===== config.mk =====
export PLATFORM = sky130hd
export DESIGN_NAME = regbank_write_scheduler_flat
export DESIGN_NICKNAME = d
export VERILOG_FILES = /design/src/rtl/regbank_write_scheduler_pkg.sv /design/src/rtl/regbank_write_scheduler_if.sv /design/src/rtl/regbank_write_scheduler_wb_hold_buffer.sv /design/src/rtl/regbank_write_scheduler.sv /design/src/flat_wrapper.sv
export SDC_FILE = /design/constraint.sdc
export NUM_CORES = 1
export LEC_CHECK = 0
export ABC_AREA = 1
export BUFFER_PORTS_ARGS = -buffer_cell sky130_fd_sc_hd__clkbuf_2
export CAP_MARGIN = 30
export CORE_MARGIN = 4
export CORE_UTILIZATION = 40
export DETAILED_ROUTE_END_ITERATION = 16
export GPL_TIMING_DRIVEN = 0
export PLACE_DENSITY = 0.63
export SLEW_MARGIN = 15
export SYNTH_ARGS = -nofsm -noshare
export SYNTH_HDL_FRONTEND = slang
export SYNTH_SLANG_ARGS = --single-unit

===== constraint.sdc =====
create_clock -name clk -period 1.7 [get_ports clk]
set_input_delay 0.255 -clock clk [delete_from_list [all_inputs] [get_ports clk]]
set_output_delay 0.255 -clock clk [all_outputs]
set_load 0.05 [all_outputs]

===== src/rtl/regbank_write_scheduler_pkg.sv =====
// Shared constants and the write-back source encoding used by the write scheduler.
package regbank_write_scheduler_pkg;

  localparam int NREG = 32;   // architectural registers, r0 hard-wired zero
  localparam int AW   = 5;    // register address width
  localparam int DW   = 32;   // data width
  localparam int CNTW = 16;   // stall counter width

  localparam logic [CNTW-1:0] STALL_MAX = '1;

  // Which write-back source feeds the port when the holding buffer is empty
  typedef enum logic {
    WB_ALU = 1'b0,
    WB_MEM = 1'b1
  } wb_src_e;

endpackage


===== src/rtl/regbank_write_scheduler_if.sv =====
// Issue, write-back and register-bank write-port signals of the write scheduler.
interface regbank_write_scheduler_if;
  import regbank_write_scheduler_pkg::*;

  logic            issue_valid;
  logic [AW-1:0]   issue_rs;
  logic [AW-1:0]   issue_rt;
  logic [AW-1:0]   issue_rd;
  logic            issue_wr;
  logic            issue_ready;

  logic            alu_wb_valid;
  logic [AW-1:0]   alu_wb_rd;
  logic [DW-1:0]   alu_wb_data;
  logic            alu_wb_ready;

  logic            mem_wb_valid;
  logic [AW-1:0]   mem_wb_rd;
  logic [DW-1:0]   mem_wb_data;
  logic            mem_wb_ready;

  logic            rf_we;
  logic [AW-1:0]   rf_waddr;
  logic [DW-1:0]   rf_wdata;
  logic [NREG-1:0] pending;
  logic [CNTW-1:0] stall_cnt;

  // Scheduler side
  modport slave (
    input  issue_valid, issue_rs, issue_rt, issue_rd, issue_wr,
    output issue_ready,
    input  alu_wb_valid, alu_wb_rd, alu_wb_data,
    output alu_wb_ready,
    input  mem_wb_valid, mem_wb_rd, mem_wb_data,
    output mem_wb_ready,
    output rf_we, rf_waddr, rf_wdata, pending, stall_cnt
  );

  // Decode / execute side
  modport master (
    output issue_valid, issue_rs, issue_rt, issue_rd, issue_wr,
    input  issue_ready,
    output alu_wb_valid, alu_wb_rd, alu_wb_data,
    input  alu_wb_ready,
    output mem_wb_valid, mem_wb_rd, mem_wb_data,
    input  mem_wb_ready,
    input  rf_we, rf_waddr, rf_wdata, pending, stall_cnt
  );

endinterface


===== src/rtl/regbank_write_scheduler_wb_hold_buffer.sv =====
// One-entry holding register for an ALU write-back that lost arbitration to MEM.
module wb_hold_buffer
  import regbank_write_scheduler_pkg::*;
(
  input  logic          clk,
  input  logic          reset,
  input  logic          load,
  input  logic          drain,
  input  logic [AW-1:0] load_rd,
  input  logic [DW-1:0] load_data,
  output logic          valid,
  output logic [AW-1:0] rd,
  output logic [DW-1:0] data
);

  logic          valid_reg;
  logic          valid_next;
  logic [AW-1:0] rd_reg;
  logic [DW-1:0] data_reg;

  // Occupancy: load only happens while empty, drain only while full
  always_comb begin
    valid_next = valid_reg;
    if (load) begin
      valid_next = 1'b1;
    end else if (drain) begin
      valid_next = 1'b0;
    end
  end

  // Entry storage; a reset discards whatever was held
  always_ff @(posedge clk) begin
    if (reset) begin
      valid_reg <= 1'b0;
      rd_reg    <= '0;
      data_reg  <= '0;
    end else begin
      valid_reg <= valid_next;
      if (load) begin
        rd_reg   <= load_rd;
        data_reg <= load_data;
      end
    end
  end

  assign valid = valid_reg;
  assign rd    = rd_reg;
  assign data  = data_reg;

endmodule


===== src/rtl/regbank_write_scheduler.sv =====
// Issue hazard scoreboard plus ALU/MEM write-back merge onto the single bank write port.
module regbank_write_scheduler
  import regbank_write_scheduler_pkg::*;
(
  input  logic                      clk,
  input  logic                      reset,
  regbank_write_scheduler_if.slave  bus
);

  logic [NREG-1:0] pending_reg;
  logic [NREG-1:0] pending_next;

  logic            issue_ready;
  logic            issue_fire;

  logic            buf_valid;
  logic [AW-1:0]   buf_rd;
  logic [DW-1:0]   buf_data;
  logic            buf_load;
  logic            buf_drain;

  wb_src_e         direct_src;
  logic            commit_valid;
  logic [AW-1:0]   commit_rd;
  logic [DW-1:0]   commit_data;
  logic            commit_write;

  logic            rf_we_reg;
  logic [AW-1:0]   rf_waddr_reg;
  logic [DW-1:0]   rf_wdata_reg;
  logic [CNTW-1:0] stall_cnt_reg;

  // Hazard check against the registered scoreboard only (no same-cycle bypass)
  always_comb begin
    issue_ready = ~pending_reg[bus.issue_rs] & ~pending_reg[bus.issue_rt] &
                  ~(bus.issue_wr & pending_reg[bus.issue_rd]);
  end

  assign issue_fire = bus.issue_valid & issue_ready;

  // Write-port arbitration: held ALU entry first, then MEM, then a lone ALU request
  always_comb begin
    commit_valid = 1'b0;
    buf_load     = 1'b0;
    buf_drain    = 1'b0;
    direct_src   = WB_ALU;
    commit_rd    = '0;
    commit_data  = '0;
    if (buf_valid) begin
      commit_valid = 1'b1;
      buf_drain    = 1'b1;
      commit_rd    = buf_rd;
      commit_data  = buf_data;
    end else begin
      if (bus.mem_wb_valid) begin
        direct_src   = WB_MEM;
        commit_valid = 1'b1;
        buf_load     = bus.alu_wb_valid;
      end else if (bus.alu_wb_valid) begin
        direct_src   = WB_ALU;
        commit_valid = 1'b1;
      end
      commit_rd   = (direct_src == WB_MEM) ? bus.mem_wb_rd   : bus.alu_wb_rd;
      commit_data = (direct_src == WB_MEM) ? bus.mem_wb_data : bus.alu_wb_data;
    end
  end

  // Both sources are accepted exactly when the holding buffer is empty
  assign bus.alu_wb_ready = ~buf_valid;
  assign bus.mem_wb_ready = ~buf_valid;

  // r0 writes complete the handshake but never reach the bank
  assign commit_write = commit_valid & (commit_rd != '0);

  wb_hold_buffer u_hold (
    .clk       (clk),
    .reset     (reset),
    .load      (buf_load),
    .drain     (buf_drain),
    .load_rd   (bus.alu_wb_rd),
    .load_data (bus.alu_wb_data),
    .valid     (buf_valid),
    .rd        (buf_rd),
    .data      (buf_data)
  );

  // Per-register scoreboard update; an issue set beats a commit clear on the same bit
  genvar gi;
  generate
    for (gi = 0; gi < NREG; gi++) begin : g_sb
      if (gi == 0) begin : g_zero
        assign pending_next[gi] = 1'b0;
      end else begin : g_bit
        assign pending_next[gi] =
          (issue_fire & bus.issue_wr & (bus.issue_rd == AW'(gi))) |
          (pending_reg[gi] & ~(commit_valid & (commit_rd == AW'(gi))));
      end
    end
  endgenerate

  // Scoreboard register
  always_ff @(posedge clk) begin
    if (reset) begin
      pending_reg <= '0;
    end else begin
      pending_reg <= pending_next;
    end
  end

  // Registered bank write port; address/data hold between writes
  always_ff @(posedge clk) begin
    if (reset) begin
      rf_we_reg    <= 1'b0;
      rf_waddr_reg <= '0;
      rf_wdata_reg <= '0;
    end else begin
      rf_we_reg <= commit_write;
      if (commit_write) begin
        rf_waddr_reg <= commit_rd;
        rf_wdata_reg <= commit_data;
      end
    end
  end

  // Saturating count of cycles where decode waits on a hazard
  always_ff @(posedge clk) begin
    if (reset) begin
      stall_cnt_reg <= '0;
    end else if (bus.issue_valid && !issue_ready && (stall_cnt_reg != STALL_MAX)) begin
      stall_cnt_reg <= stall_cnt_reg + 1'b1;
    end
  end

  assign bus.issue_ready = issue_ready;
  assign bus.rf_we       = rf_we_reg;
  assign bus.rf_waddr    = rf_waddr_reg;
  assign bus.rf_wdata    = rf_wdata_reg;
  assign bus.pending     = pending_reg;
  assign bus.stall_cnt   = stall_cnt_reg;

endmodule


===== src/flat_wrapper.sv =====
// flat-port wrapper written by rule: the top's interface ports become plain ports
module regbank_write_scheduler_flat import regbank_write_scheduler_pkg::*;
  (clk, reset, bus_issue_valid, bus_issue_rs, bus_issue_rt, bus_issue_rd, bus_issue_wr, bus_issue_ready, bus_alu_wb_valid, bus_alu_wb_rd, bus_alu_wb_data, bus_alu_wb_ready, bus_mem_wb_valid, bus_mem_wb_rd, bus_mem_wb_data, bus_mem_wb_ready, bus_rf_we, bus_rf_waddr, bus_rf_wdata, bus_pending, bus_stall_cnt);
  regbank_write_scheduler_if bus_i ();
  input  logic clk;
  input  logic reset;
  input wire logic [$bits(bus_i.issue_valid)-1:0] bus_issue_valid;
  input wire logic [$bits(bus_i.issue_rs)-1:0] bus_issue_rs;
  input wire logic [$bits(bus_i.issue_rt)-1:0] bus_issue_rt;
  input wire logic [$bits(bus_i.issue_rd)-1:0] bus_issue_rd;
  input wire logic [$bits(bus_i.issue_wr)-1:0] bus_issue_wr;
  output wire logic [$bits(bus_i.issue_ready)-1:0] bus_issue_ready;
  input wire logic [$bits(bus_i.alu_wb_valid)-1:0] bus_alu_wb_valid;
  input wire logic [$bits(bus_i.alu_wb_rd)-1:0] bus_alu_wb_rd;
  input wire logic [$bits(bus_i.alu_wb_data)-1:0] bus_alu_wb_data;
  output wire logic [$bits(bus_i.alu_wb_ready)-1:0] bus_alu_wb_ready;
  input wire logic [$bits(bus_i.mem_wb_valid)-1:0] bus_mem_wb_valid;
  input wire logic [$bits(bus_i.mem_wb_rd)-1:0] bus_mem_wb_rd;
  input wire logic [$bits(bus_i.mem_wb_data)-1:0] bus_mem_wb_data;
  output wire logic [$bits(bus_i.mem_wb_ready)-1:0] bus_mem_wb_ready;
  output wire logic [$bits(bus_i.rf_we)-1:0] bus_rf_we;
  output wire logic [$bits(bus_i.rf_waddr)-1:0] bus_rf_waddr;
  output wire logic [$bits(bus_i.rf_wdata)-1:0] bus_rf_wdata;
  output wire logic [$bits(bus_i.pending)-1:0] bus_pending;
  output wire logic [$bits(bus_i.stall_cnt)-1:0] bus_stall_cnt;
  assign bus_i.issue_valid = bus_issue_valid;
  assign bus_i.issue_rs = bus_issue_rs;
  assign bus_i.issue_rt = bus_issue_rt;
  assign bus_i.issue_rd = bus_issue_rd;
  assign bus_i.issue_wr = bus_issue_wr;
  assign bus_issue_ready = bus_i.issue_ready;
  assign bus_i.alu_wb_valid = bus_alu_wb_valid;
  assign bus_i.alu_wb_rd = bus_alu_wb_rd;
  assign bus_i.alu_wb_data = bus_alu_wb_data;
  assign bus_alu_wb_ready = bus_i.alu_wb_ready;
  assign bus_i.mem_wb_valid = bus_mem_wb_valid;
  assign bus_i.mem_wb_rd = bus_mem_wb_rd;
  assign bus_i.mem_wb_data = bus_mem_wb_data;
  assign bus_mem_wb_ready = bus_i.mem_wb_ready;
  assign bus_rf_we = bus_i.rf_we;
  assign bus_rf_waddr = bus_i.rf_waddr;
  assign bus_rf_wdata = bus_i.rf_wdata;
  assign bus_pending = bus_i.pending;
  assign bus_stall_cnt = bus_i.stall_cnt;
  regbank_write_scheduler u_core (.clk(clk), .reset(reset), .bus(bus_i));
endmodule

* Word level (Yosys, flattened, before mapping)
Cells that the tools add are included.
** Word-level totals
- Input bits :: 95
- Output and inout port bits :: 89
- Register bits :: 124
** Operators by class
- Eq/ne operators :: 63
- Reduce and logical (&&, ||, !) cells :: 5
- Order comparisons :: 3
- Muxes and demuxes :: 20
- Bitwise operators :: 165
- Add/sub/neg operators :: 1
** Operators with widths (number)
- 5-bit equality test (second input constant) :: 32
- 1-bit bitwise AND :: 99
- 5-bit by 4-bit equality test with 1-bit output (second input constant) :: 16
- 32-bit 2-to-1 mux :: 2
- 5-bit by 3-bit equality test with 1-bit output (second input constant) :: 8
- 1-bit inverter :: 35
- 1-bit bitwise OR :: 31
- 5-bit by 2-bit equality test with 1-bit output (second input constant) :: 4
- 5-bit by 6-bit less-than comparator with 1-bit output (second input constant) :: 3
- 16-bit by 1-bit adder with 16-bit output (second input constant) :: 1
- 16-bit != test (second input constant) :: 1
- 1-bit binary-select mux with 5-bit select :: 3
- 1-bit 2-to-1 mux :: 13
- 5-bit by 1-bit equality test with 1-bit output (second input constant) :: 2
- 5-bit 2-to-1 mux :: 2
- 5-bit nonzero test :: 1
- 1-bit logical AND :: 2
- 2-bit nonzero test :: 1
- 1-bit zero test :: 1

* Longest topological paths before layout
Gate-level depths: netlist of run 1.
- Word-level depth :: 9
- Gate-level depth with buffers :: 17
- Depth with buffers taken out :: 15

* Hierarchy
Synthesis of run 1 repeated with hierarchy kept, for this count alone.
** Unflattened totals
- Cell total of the unflattened synthesis :: 1034
- Area, all modules :: 7169.4 um2
** Modules (own cells, without submodules)
- regbank_write_scheduler :: times used 1, cells an instance 869, sequential area each 1701.6 um2, area an instance 5795.6 um2
- wb_hold_buffer :: times used 1, cells an instance 165, sequential area each 760.7 um2, area an instance 1373.8 um2

* Least setup slack after synthesis of run 1
OpenSTA, ideal clock, no wires.
- Path kind :: register to register
- Start point :: register u_core.stall_cnt_reg[0] (netlist: u_core.bus.stall_cnt[0])
- End point :: register u_core.stall_cnt_reg[15] (netlist: u_core.bus.stall_cnt[15])
- Path buffers :: 0
- Clock period less this slack :: 2202 ps
- Cell stages (with the launch flop) :: 13
- Path slack :: -502 ps
- Data arrival time :: 2092 ps
- Data required time :: 1590 ps
- Library setup time :: 110 ps
- Cells stage by stage :: dfxtp_1 > ha_1 > nand2_1 > nor3_2 > nand3_1 > nor2_1 > inv_2 > nand4_1 > nor2_1 > nand3_1 > nand2_1 > inv_1 > nor2_1
** Between the ends
- Longest elaborated chain between the ends :: 2
** Ends and longest elaborated chain
- from (decl) :: RTL line regbank_write_scheduler.sv:31 : logic [CNTW-1:0] stall_cnt_reg;
- from (signal assigned) :: RTL line regbank_write_scheduler.sv:130 : stall_cnt_reg <= stall_cnt_reg + 1'b1;
- parallel branches: the longest is 2 deep, another holds 16-bit by 1-bit adder with 16-bit output
Parallel ways; which one is timed is not known.
A chain may end at the register's enable or synchronous reset.

* Worst setup path after layout of run 1
- Start point :: register u_core.pending_reg[26] (netlist: u_core.bus.pending[26])
- End point :: output port bus_issue_ready
** Between the ends
- Longest elaborated chain between the ends :: 5
** Ends and longest elaborated chain
- from (decl) :: RTL line regbank_write_scheduler.sv:10 : logic [NREG-1:0] pending_reg;
- from (signal assigned) :: RTL line regbank_write_scheduler.sv:106 : pending_reg <= pending_next;
- 1-bit binary-select mux with 5-bit select, on equally long branches :: RTL line regbank_write_scheduler.sv:35, regbank_write_scheduler.sv:36
- 1-bit 2-to-1 mux, on equally long branches :: RTL line regbank_write_scheduler.sv:35, regbank_write_scheduler.sv:36
- 1-bit inverter / 1-bit bitwise AND (equally long branches) :: RTL line regbank_write_scheduler.sv:35, regbank_write_scheduler.sv:36
- 1-bit bitwise AND / 1-bit inverter (equally long branches) :: RTL line regbank_write_scheduler.sv:35, regbank_write_scheduler.sv:36
- 1-bit bitwise AND * :: RTL line regbank_write_scheduler.sv:35 : issue_ready = ~pending_reg[bus.issue_rs] & ~pending_reg[bus.issue_rt] &
- to (decl) :: RTL line flat_wrapper.sv:12 : output wire logic [$bits(bus_i.issue_ready)-1:0] bus_issue_ready;
Every way passes the cells marked *; elsewhere a longest branch is shown, timed or not. The select of a mux whose other input is x is not followed.

==> results.yml, run 1 <==
timing:
  fin_crit_ns: 2.13
  rsz0062_at_grt: "yes"
  worst_pin_slew_ns: 0.814
  hold_violations: 0
  fin_ws_ns: -0.427
  holdWs_ns: 0.0667
  finalSetupViolCount: 77
  maxSlewHeadroom_pct: 45.7
  clock_skew_ns: 0.0195
  fin_crit_sh_pct: 125
  maxSlewViolCount: 0
  max_freq_ghz: 0.470
detailed_routing:
  drtIter0Drc: 535
  drtAntennaViolNets: 0
  vias: 8079
  drt_wl_total_um: 26000
  wl_per_cell_um: 17.0
  drt-pass1-iter-count: 5
  route.detailed.drc: 0
  via_per_inst: 5.28
synthesis:
  syn_inst: 1051
  dominantRegCellSynth: "dfxtp_1"
  ys_seq_area_share_pct: 36.5
  ys_top_cells_by_count: "266 x nand2_1, 123 x dfxtp_1, 109 x nor2_1"
  synth.most_common_cell: "nand2_1"
  ys_seq_elements: 123
  netlist_area_um2: 6740
  synth_cell_types: 40
  async_reset_ff_share_pct: 0
  synth.avg_cell_area_um2: 6.41
  synth.net_count: 1147
  yosys.area.top_type_share_pct: 36.5
  ys_warn_count: 0
  synth_area_leaders: "dfxtp_1 37%, nand2_1 15%, o21ai_0 7.1%"
  synth_top_area_cell: "dfxtp_1"
  synth-edff-count: 0
pwr:
  leakage_uw: 0.00447
  total_power_uw: 8650
  vdd_drop_max_v: 0.000764
  powerDensity_nw_per_um2: 866
setup_path:
  reg2regPathDepth: 16
  path_max_fanout: 3
  worstPathRequired_ns: 1.44
  startpoint: "u_core.bus.pending[26]"
  cp.arrival_ns: 1.87
  start_kind: "flip-flop"
  r2r-start: "u_core.bus.pending[26]"
  path_class: "flip-flop to output pin"
  endpoint_kind: "output pin"
cells_and_area:
  layoutNonFillerInstCount: 1531
  area_delta_synth_final_pct: 48.3
  nFillCells: 1542
  drive_gt1_share_pct: 39.1
  num_antenna_cells: 0
  nNetsFinal: 1394
worst_hold_path:
  hold_path.class: "primary input to flip-flop"
  min-delay-start: "bus_alu_wb_data[26]"
  hold_depth: 3
clocking:
  cts_max_level: 4
  cts_buffer_depth: 2
  cts_tree: "done"
  clkTransAtPathRegs_ns: 0.06
  clk_latency_ns: 0.43
  clock_sinks: 123
  cts-root-buf: "clkbuf_16"
  numCtsBuffers: 17
placement:
  place_hpwl_um: 17600
  place_ws_ns: -0.538
  numPortBuffers: 176
  gp_congestion: 0.934
  dp_cells: 1447
die:
  initial_core_util_pct: 40.8
  core_um2: 16500
  fp-row-count: 47
  die_area_um2: 19000
  die_w_um: 138
  die_h_um: 138
  ioPinCount: 184
grt:
  grt_overflow: 0
  track_usage_pct: 26.0
  grt_max_degree: 17
  grt_pass1_vias: 7619
  antenna_found_initial: 0
  grt_pass1_wl_um: 38600
run_status:
  status: "complete, but fails checks"
  violations: "setup timing"
run:
  cap_violations: 0
==> path summary, 6_finish.rpt <==
path	to	slack, ns
worst max register to register	u_core.bus.pending[29]	-0.32
worst max-delay path	bus_issue_ready	-0.43
worst min register to register	u_core.u_hold.data[11]	0.45
worst min-delay path	u_core.u_hold.data[26]	0.07
==> logic make-up after synthesis <==
group	synth area share [%]
compound gates	18.7
xor+xnor	0.130
fa+ha+maj	0.186
buf+inv	11.3
flops	36.5
other cells	0.0556
simple gates	33.1
==> cells in the final DEF, fill, tap and decap left out, types with 3 or more instances in the layout <==
master | netlist | routed
a21oi_1 | 73 | 37
a21oi_2 | 0 | 36
buf_12 | 0 | 5
buf_2 | 10 | 4
buf_4 | 10 | 37
buf_6 | 5 | 11
buf_8 | 0 | 17
clkbuf_1 | 35 | 22
clkbuf_16 | 0 | 24
clkbuf_2 | 0 | 182
clkbuf_8 | 0 | 4
clkinv_2 | 0 | 3
clkinvlp_4 | 0 | 4
dfxtp_1 | 123 | 81
dfxtp_2 | 0 | 16
dfxtp_4 | 0 | 26
inv_1 | 103 | 99
inv_2 | 11 | 9
inv_4 | 0 | 5
inv_6 | 0 | 5
nand2_1 | 266 | 231
nand2_2 | 3 | 32
nand2_4 | 1 | 6
nand3_1 | 79 | 59
nand3_2 | 2 | 18
nand3_4 | 0 | 4
nand4_1 | 18 | 18
nor2_1 | 109 | 100
nor2_2 | 4 | 6
nor2_4 | 1 | 8
nor3_1 | 20 | 19
o21ai_0 | 96 | 71
o21ai_1 | 10 | 15
o21ai_2 | 0 | 19
o221ai_1 | 28 | 28
o22ai_1 | 4 | 4
or2_2 | 14 | 13
==> stage by stage <==
step | util (%) | area [µm²] | TNS [ns]
floorplan | - | 6930 | -0.0232
global placement | 48.9 | 8090 | -38.01
detailed placement | 48.9 | 8090 | -40.70
CTS | 56.3 | 9300 | -5.95
global route | 60.5 | 9990 | -20.97
finish | 60.5 | 9990 | -14.17
==> report_power, final <==
part / switching, µW / internal, µW
sequential: 122 / 3030
clock: 1390 / 1990
combinational: 1370 / 746
==> what timing repair did <==
| item | 4_1_cts | 5_1_grt |
|---|---|---|
| hold buffers | 0 | 0 |
| endpoints found under the setup margin | 123 | 104 |
| resized for setup | 113 | 152 |
| gates cloned | 7 | 5 |
| buffers inserted | 27 | 17 |
| pin swaps | 21 | 33 |
==> layout make-up <==
cell class / count / area, µm² / share of cell area (%)
Timing Repair inverter: 1 / 7.51 / 0.0751
Inverter: 118 / 475 / 4.76
Timing Repair Buffer: 230 / 1550 / 15.5
Clock inverter: 11 / 83.8 / 0.839
Clock buffer: 21 / 470 / 4.71
Buffer: 58 / 423 / 4.23
Tap cell: 220 / 275 / 2.75
Sequential cell: 123 / 2580 / 25.8
Multi-Input combinational cell: 749 / 4130 / 41.3
==> per-layer routing <==
layer	GRT usage, %	up-vias	wire length (µm)
met2	40.7	336	12200
met1	34.5	3729	11300
met3	6.61	55	1760
met5	0	-	0
met4	9.82	0	676
li1	-	3959	-
==> worst max-delay path: stages, from the launching register on <==
cell and delay (ns):
dfxtp_4 0.37, buf_12 0.13, nand2_1 0.05, nand3_1 0.06
nand3_1 0.08, nand2_1 0.06, nand2_1 0.06, nand3_1 0.09
nand2_2 0.10, nand3_4 0.09, buf_8 0.13, clkinvlp_4 0.07
clkbuf_16 0.15
(Power assumes the default switching activity.)
==> inputs of run 2 (changes only) <==
- CELL_PAD_IN_SITES_DETAIL_PLACEMENT: not set -> 0
- CELL_PAD_IN_SITES_GLOBAL_PLACEMENT: not set -> 1
- CORE_UTILIZATION: 40 -> 38
- PLACE_DENSITY: 0.63 -> 0.78
- SYNTH_HIERARCHICAL: not set -> 1
- clock period: 1.7 -> 2.1 ns (I/O delays scaled with it)
==> results.yml, run 2 <==
timing:
  fin_crit_sh_pct: 100
  worst_pin_slew_ns: 0.774
  max_freq_ghz: 0.474
  maxSlewHeadroom_pct: 48.4
  fin_crit_ns: 2.11
  finalSetupViolCount: 1
  clock_skew_ns: 0.0161
  hold_violations: 0
  maxSlewViolCount: 0
  rsz0062_at_grt: "yes"
  fin_ws_ns: -0.00773
synthesis:
  synth_top_area_cell: "dfxtp_1"
  yosys.area.top_type_share_pct: 34.3
  synthAdderAreaFrac_pct: 0.175
  ys_seq_area_share_pct: 34.3
  synth_compound_area_share_pct: 18.1
  synth_cell_types: 40
  ys_top_cells_by_count: "213 x nand2_1, 155 x nor2_1, 123 x dfxtp_1"
  synth.most_common_cell: "nand2_1"
  syn_inst: 1034
  synth.avg_cell_area_um2: 6.93
  synth.net_count: 1130
  ys_seq_elements: 123
  ys_warn_count: 6
  synth-simple-area-share_pct: 36.2
  dominantRegCellSynth: "dfxtp_1"
  synth_top_family_by_area: "simple AND/OR/NAND/NOR gates"
  async_reset_ff_share_pct: 0
  synth-edff-count: 0
  synthMuxAreaShare_pct: 0
  synth_xor_area_share_pct: 0.489
  synth_area_leaders: "dfxtp_1 34%, nand2_1 11%, nor2_1 8.1%"
  netlist_area_um2: 7170
die:
  core_um2: 18300
  die_area_um2: 21100
  ioPinCount: 184
  fp-row-count: 49
  die_h_um: 145
  die_w_um: 145
  initial_core_util_pct: 39.2
detailed_routing:
  drt-pass1-iter-count: 6
  drt_wl_total_um: 26600
  wl_per_cell_um: 17.8
  drtIter0Drc: 562
  drt-met1-wl_um: 11900
  vias: 7842
  via_per_inst: 5.24
  route.detailed.drc: 0
  top_layer_used: "met5"
  dr_wl_met3_um: 2150
  wl_met2_um: 12200
  drtAntennaViolNets: 0
setup_path:
  start_kind: "flip-flop"
  path_max_fanout: 5
  r2r-start: "u_core/bus.stall_cnt[0]"
  worstPathRequired_ns: 1.78
  endpoint_kind: "output pin"
  cp.arrival_ns: 1.79
  path_class: "flip-flop to output pin"
  startpoint: "u_core/bus.pending[9]"
run_status:
  status: "complete, but fails checks"
  violations: "setup timing"
grt:
  antenna_found_initial: 2
  track_usage_pct: 24.3
  grt_pass1_vias: 7603
  grt_max_degree: 17
  grt_pass1_wl_um: 41400
  grt_overflow: 0
pwr:
  seqPwrFrac_pct: 34.4
  total_power_uw: 7490
  sw_frac_of_total_pct: 32.8
  clkPwrFrac_pct: 42.7
  vdd_drop_max_v: 0.000596
  internal_power_uw: 5030
  leakage_uw: 0.00424
  power.switching_uw: 2460
  p_comb_share_pct: 22.9
  powerDensity_nw_per_um2: 783
clocking:
  numCtsBuffers: 17
  cts-root-buf: "clkbuf_16"
  cts_tree: "done"
  cts_max_level: 4
  clk_latency_ns: 0.42
  cts_hold_buf: 0
  clock_sinks: 123
  clkTransAtPathRegs_ns: 0.06
  cts_buffer_depth: 2
run:
  cap_violations: 0
cells_and_area:
  nNetsFinal: 1351
  drive_gt1_share_pct: 38.2
  num_antenna_cells: 0
  area_delta_synth_final_pct: 33.4
  utilization_pct: 52.3
  layout_commonest_cell: "nand2_1"
  layout_common_cells: "204 x nand2_1, 178 x clkbuf_2, 147 x nor2_1"
placement:
  place_hpwl_um: 19600
  numPortBuffers: 175
  gp_congestion: 0.938
  place_ws_ns: -0.215
worst_hold_path:
  min-delay-start: "reset"
  hold_path.class: "primary input to flip-flop"
==> run 2: critical path, cell delays in order (launching register included) <==
cell and delay, ns:
dfxtp_4 0.37, nand2_2 0.06, o21ai_2 0.05, nand2_1 0.06, nand2_1 0.05, nand2_1 0.06
nand2_2 0.08, buf_6 0.13, o21ai_4 0.14, nor2_4 0.06, nor2_8 0.14, clkbuf_16 0.18
==> run 2: cell type report <==
type / count / area [µm²]
tap: 229 / 287
fill: 1875 / 8710
multi-input combinational: 770 / 4160
sequential: 123 / 2550
clock inverter: 14 / 209
clock buffer: 18 / 429
buffer: 63 / 473
timing repair buffer: 202 / 1150
inverter: 78 / 303
==> run 2: final timing paths <==
check	slack [ns]	cells after the start	to
hold / removal	0.1	2	u_core/u_hold/valid
setup / recovery	-0.008	11	bus_issue_ready
setup reg to reg	0.13	13	u_core/bus.stall_cnt[3]
hold reg to reg	0.47	2	u_core/bus.rf_waddr[4]
==> run 2: layer usage <==
metal | GRT usage (%) | vias to the layer above
met1 | 32.7 | 3652
li1 | - | 3875
met4 | 6.13 | 4
met5 | 0 | -
met3 | 6.42 | 29
met2 | 38.9 | 282
==> run 2: through the flow <==
stage               instances   TNS, ns  hold WS (ns)  instance area [µm²]
floorplan                1034         0         0.377                 7170
global placement         1438     -1.89         0.453                 8330
detailed placement       1438     -2.66         0.456                 8330
CTS                      1478    -0.114        0.0808                 9130
global route             1497    -0.111        0.0839                 9560
finish                   1497  -0.00773        0.0983                 9560
==> run 2: kinds of logic (layout without fill, tap and decap cells) <==
group	after synthesis	count (layout)
AOI/OAI and AO/OA	208	208
xor gates and xnor gates	4	4
adders and majority gates	1	1
buffers and inverters	142	375
DFF	123	123
other	1	1
and+or+nand+nor	555	556
==> run 2: power groups by stage <==
stage / logic, µW / registers (µW) / clock network, µW
floorplan: 758 / 2990 / 0
global placement: 1580 / 2640 / 0
detailed placement: 1580 / 2640 / 0
CTS: 1610 / 2590 / 3240
global route: 1840 / 2600 / 3360
finish: 1710 / 2580 / 3200
==> run 2: what timing repair did <==
item,4_1_cts,5_1_grt
setup endpoints to repair,36,97
resized for setup,48,88
hold endpoints to repair,0,0
setup buffers,8,19
pin swaps,6,33
cloned,0,3
==> inputs of run 3 (changes only) <==
--- a/config.mk
+++ b/config.mk
@@ -15,5 +15,5 @@
 export DETAILED_ROUTE_END_ITERATION = 16
 export GPL_TIMING_DRIVEN = 0
-export PLACE_DENSITY = 0.78
+export PLACE_DENSITY = 0.81
 export SLEW_MARGIN = 15
 export SYNTH_ARGS = -nofsm -noshare
==> constraint.sdc (replaced) <==
create_clock -name clk -period 2.1 [get_ports clk]
set_input_delay 0.105 -clock clk [delete_from_list [all_inputs] [get_ports clk]]
set_output_delay 0.105 -clock clk [all_outputs]
set_load 0.05 [all_outputs]
==> results.yml, run 3 (synthesis gave the netlist of run 2 again) <==
setup_path:
  path_class: "flip-flop to output pin"
  reg2regPathDepth: 10
  cp_slowest_cell: "dfxtp_1"
  crit_chain: "inv_1 -> nand2_1 -> nand3_1 -> nand3_1 -> nand3_1 -> nand3_2 -> nand2_4 -> nand2_4 -> nor2_8 -> buf_12 -> buf_8"
  path_max_fanout: 4
  crit_top_cell: "nand3_1"
  worstPathRequired_ns: 2.00
  endpoint_kind: "output pin"
  start_kind: "flip-flop"
  crit_path_max_incr_delay_ns: 0.44
  cp.arrival_ns: 1.87
detailed_routing:
  drt_wl_total_um: 25500
  vias: 7839
  via_per_inst: 5.14
  route.detailed.drc: 0
  drtIter0Drc: 518
  drtAntennaViolNets: 0
  drt-pass1-iter-count: 5
  wl_per_cell_um: 16.7
timing:
  maxSlewViolCount: 0
  fin_crit_ns: 1.97
  rsz0062_at_grt: "no"
  max_freq_ghz: 0.507
  worst_pin_slew_ns: 0.738
  fin_crit_sh_pct: 93.9
  finalSetupViolCount: 0
  hold_violations: 0
  maxSlewHeadroom_pct: 50.8
  fin_ws_ns: 0.129
  clock_skew_ns: 0.0119
  setup_tns_ns: 0
die:
  fp-row-count: 49
  initial_core_util_pct: 39.2
  die_h_um: 145
  die_w_um: 145
  ioPinCount: 184
  core_um2: 18300
  die_area_um2: 21100
placement:
  gp_congestion: 0.917
  numPortBuffers: 175
  placed_area_um2: 8330
  place_ws_ns: -0.0312
  place_hpwl_um: 19200
cells_and_area:
  layout_commonest_cell: "nand2_1"
  utilization_pct: 52.7
  area_delta_synth_final_pct: 34.2
  drive_gt1_share_pct: 32.6
  layout_common_cells: "211 x nand2_1, 182 x clkbuf_2, 154 x nor2_1"
  nFillCells: 1864
  nNetsFinal: 1377
  final_area_um2: 9620
clocking:
  cts-root-buf: "clkbuf_16"
  numCtsBuffers: 17
  cts_buffer_depth: 2
  cts_max_level: 4
  clock_sinks: 123
  cts_tree: "done"
  clkTransAtPathRegs_ns: 0.05
  clk_latency_ns: 0.42
worst_hold_path:
  hold_depth: 3
  hold_path.class: "primary input to flip-flop"
grt:
  track_usage_pct: 23.4
  grt_pass1_wl_um: 40200
  grt_pass1_vias: 7554
  antenna_found_initial: 1
  grt_overflow: 0
  grt_max_degree: 17
run:
  cap_violations: 0
run_status:
  status: "finished, final reports clean"
pwr:
  leakage_uw: 0.00425
  vdd_drop_max_v: 0.000595
  powerDensity_nw_per_um2: 758
-- run 3: metrics by stage --
stage,hold WS [ns],cells,total power [µW]
after floorplan,0.167,1034,3750
after global placement,0.300,1438,4210
after detailed placement,0.310,1438,4210
after CTS,0.00684,1517,7310
after global routing,0.0165,1524,7610
final,0.0191,1524,7290
-- run 3: path summary, 6_finish.rpt --
path | end | start | slack [ns]
setup / recovery | bus_issue_ready | u_core/bus.pending[6] | 0.13
hold / removal | u_core/bus.rf_wdata[24] | bus_mem_wb_data[24] | 0.02
setup reg to reg | u_core/u_hold/data[27] | u_core/u_hold/valid | 0.14
hold reg to reg | u_core/bus.rf_wdata[24] | u_core/bus.rf_wdata[24] | 0.48
-- run 3: power by group --
part / internal, µW / switching, µW
registers: 2490 / 96.1
clock network: 1910 / 1100
logic: 544 / 1150
total: 4940 / 2350
-- run 3: final cells by class --
class / instances / area [µm²] / area share [%]
antenna: 1 / 2.50 / 0.0260
clock inverter: 13 / 164 / 1.70
timing repair buffer: 230 / 1420 / 14.8
sequential: 123 / 2510 / 26.1
clock buffer: 19 / 443 / 4.60
buffer: 62 / 470 / 4.89
tap: 229 / 287 / 2.98
multi-input combinational: 769 / 4030 / 41.8
inverter: 78 / 300 / 3.12
-- run 3: metal layers --
| metal | global-route usage, % | part of all wire (%) |
|---|---|---|
| met1 | 31.0 | 46 |
| met2 | 37.5 | 45 |
| met3 | 6.26 | 6.9 |
| met4 | 7.12 | 2.0 |
| met5 | 0 | 0 |
-- run 3: critical path, delay by kind of cell, from the launching register on --
family | cells | cell delay, ns
buf+inv | 3 | 0.35
flops | 1 | 0.44
simple gates | 8 | 0.67
-- run 3: what timing repair did --
item	CTS	global route
endpoints found under the hold margin	48	1
setup endpoints to repair	11	65
hold buffers	48	1
pin swaps	2	6
setup buffers	1	5
gates resized for setup	15	54
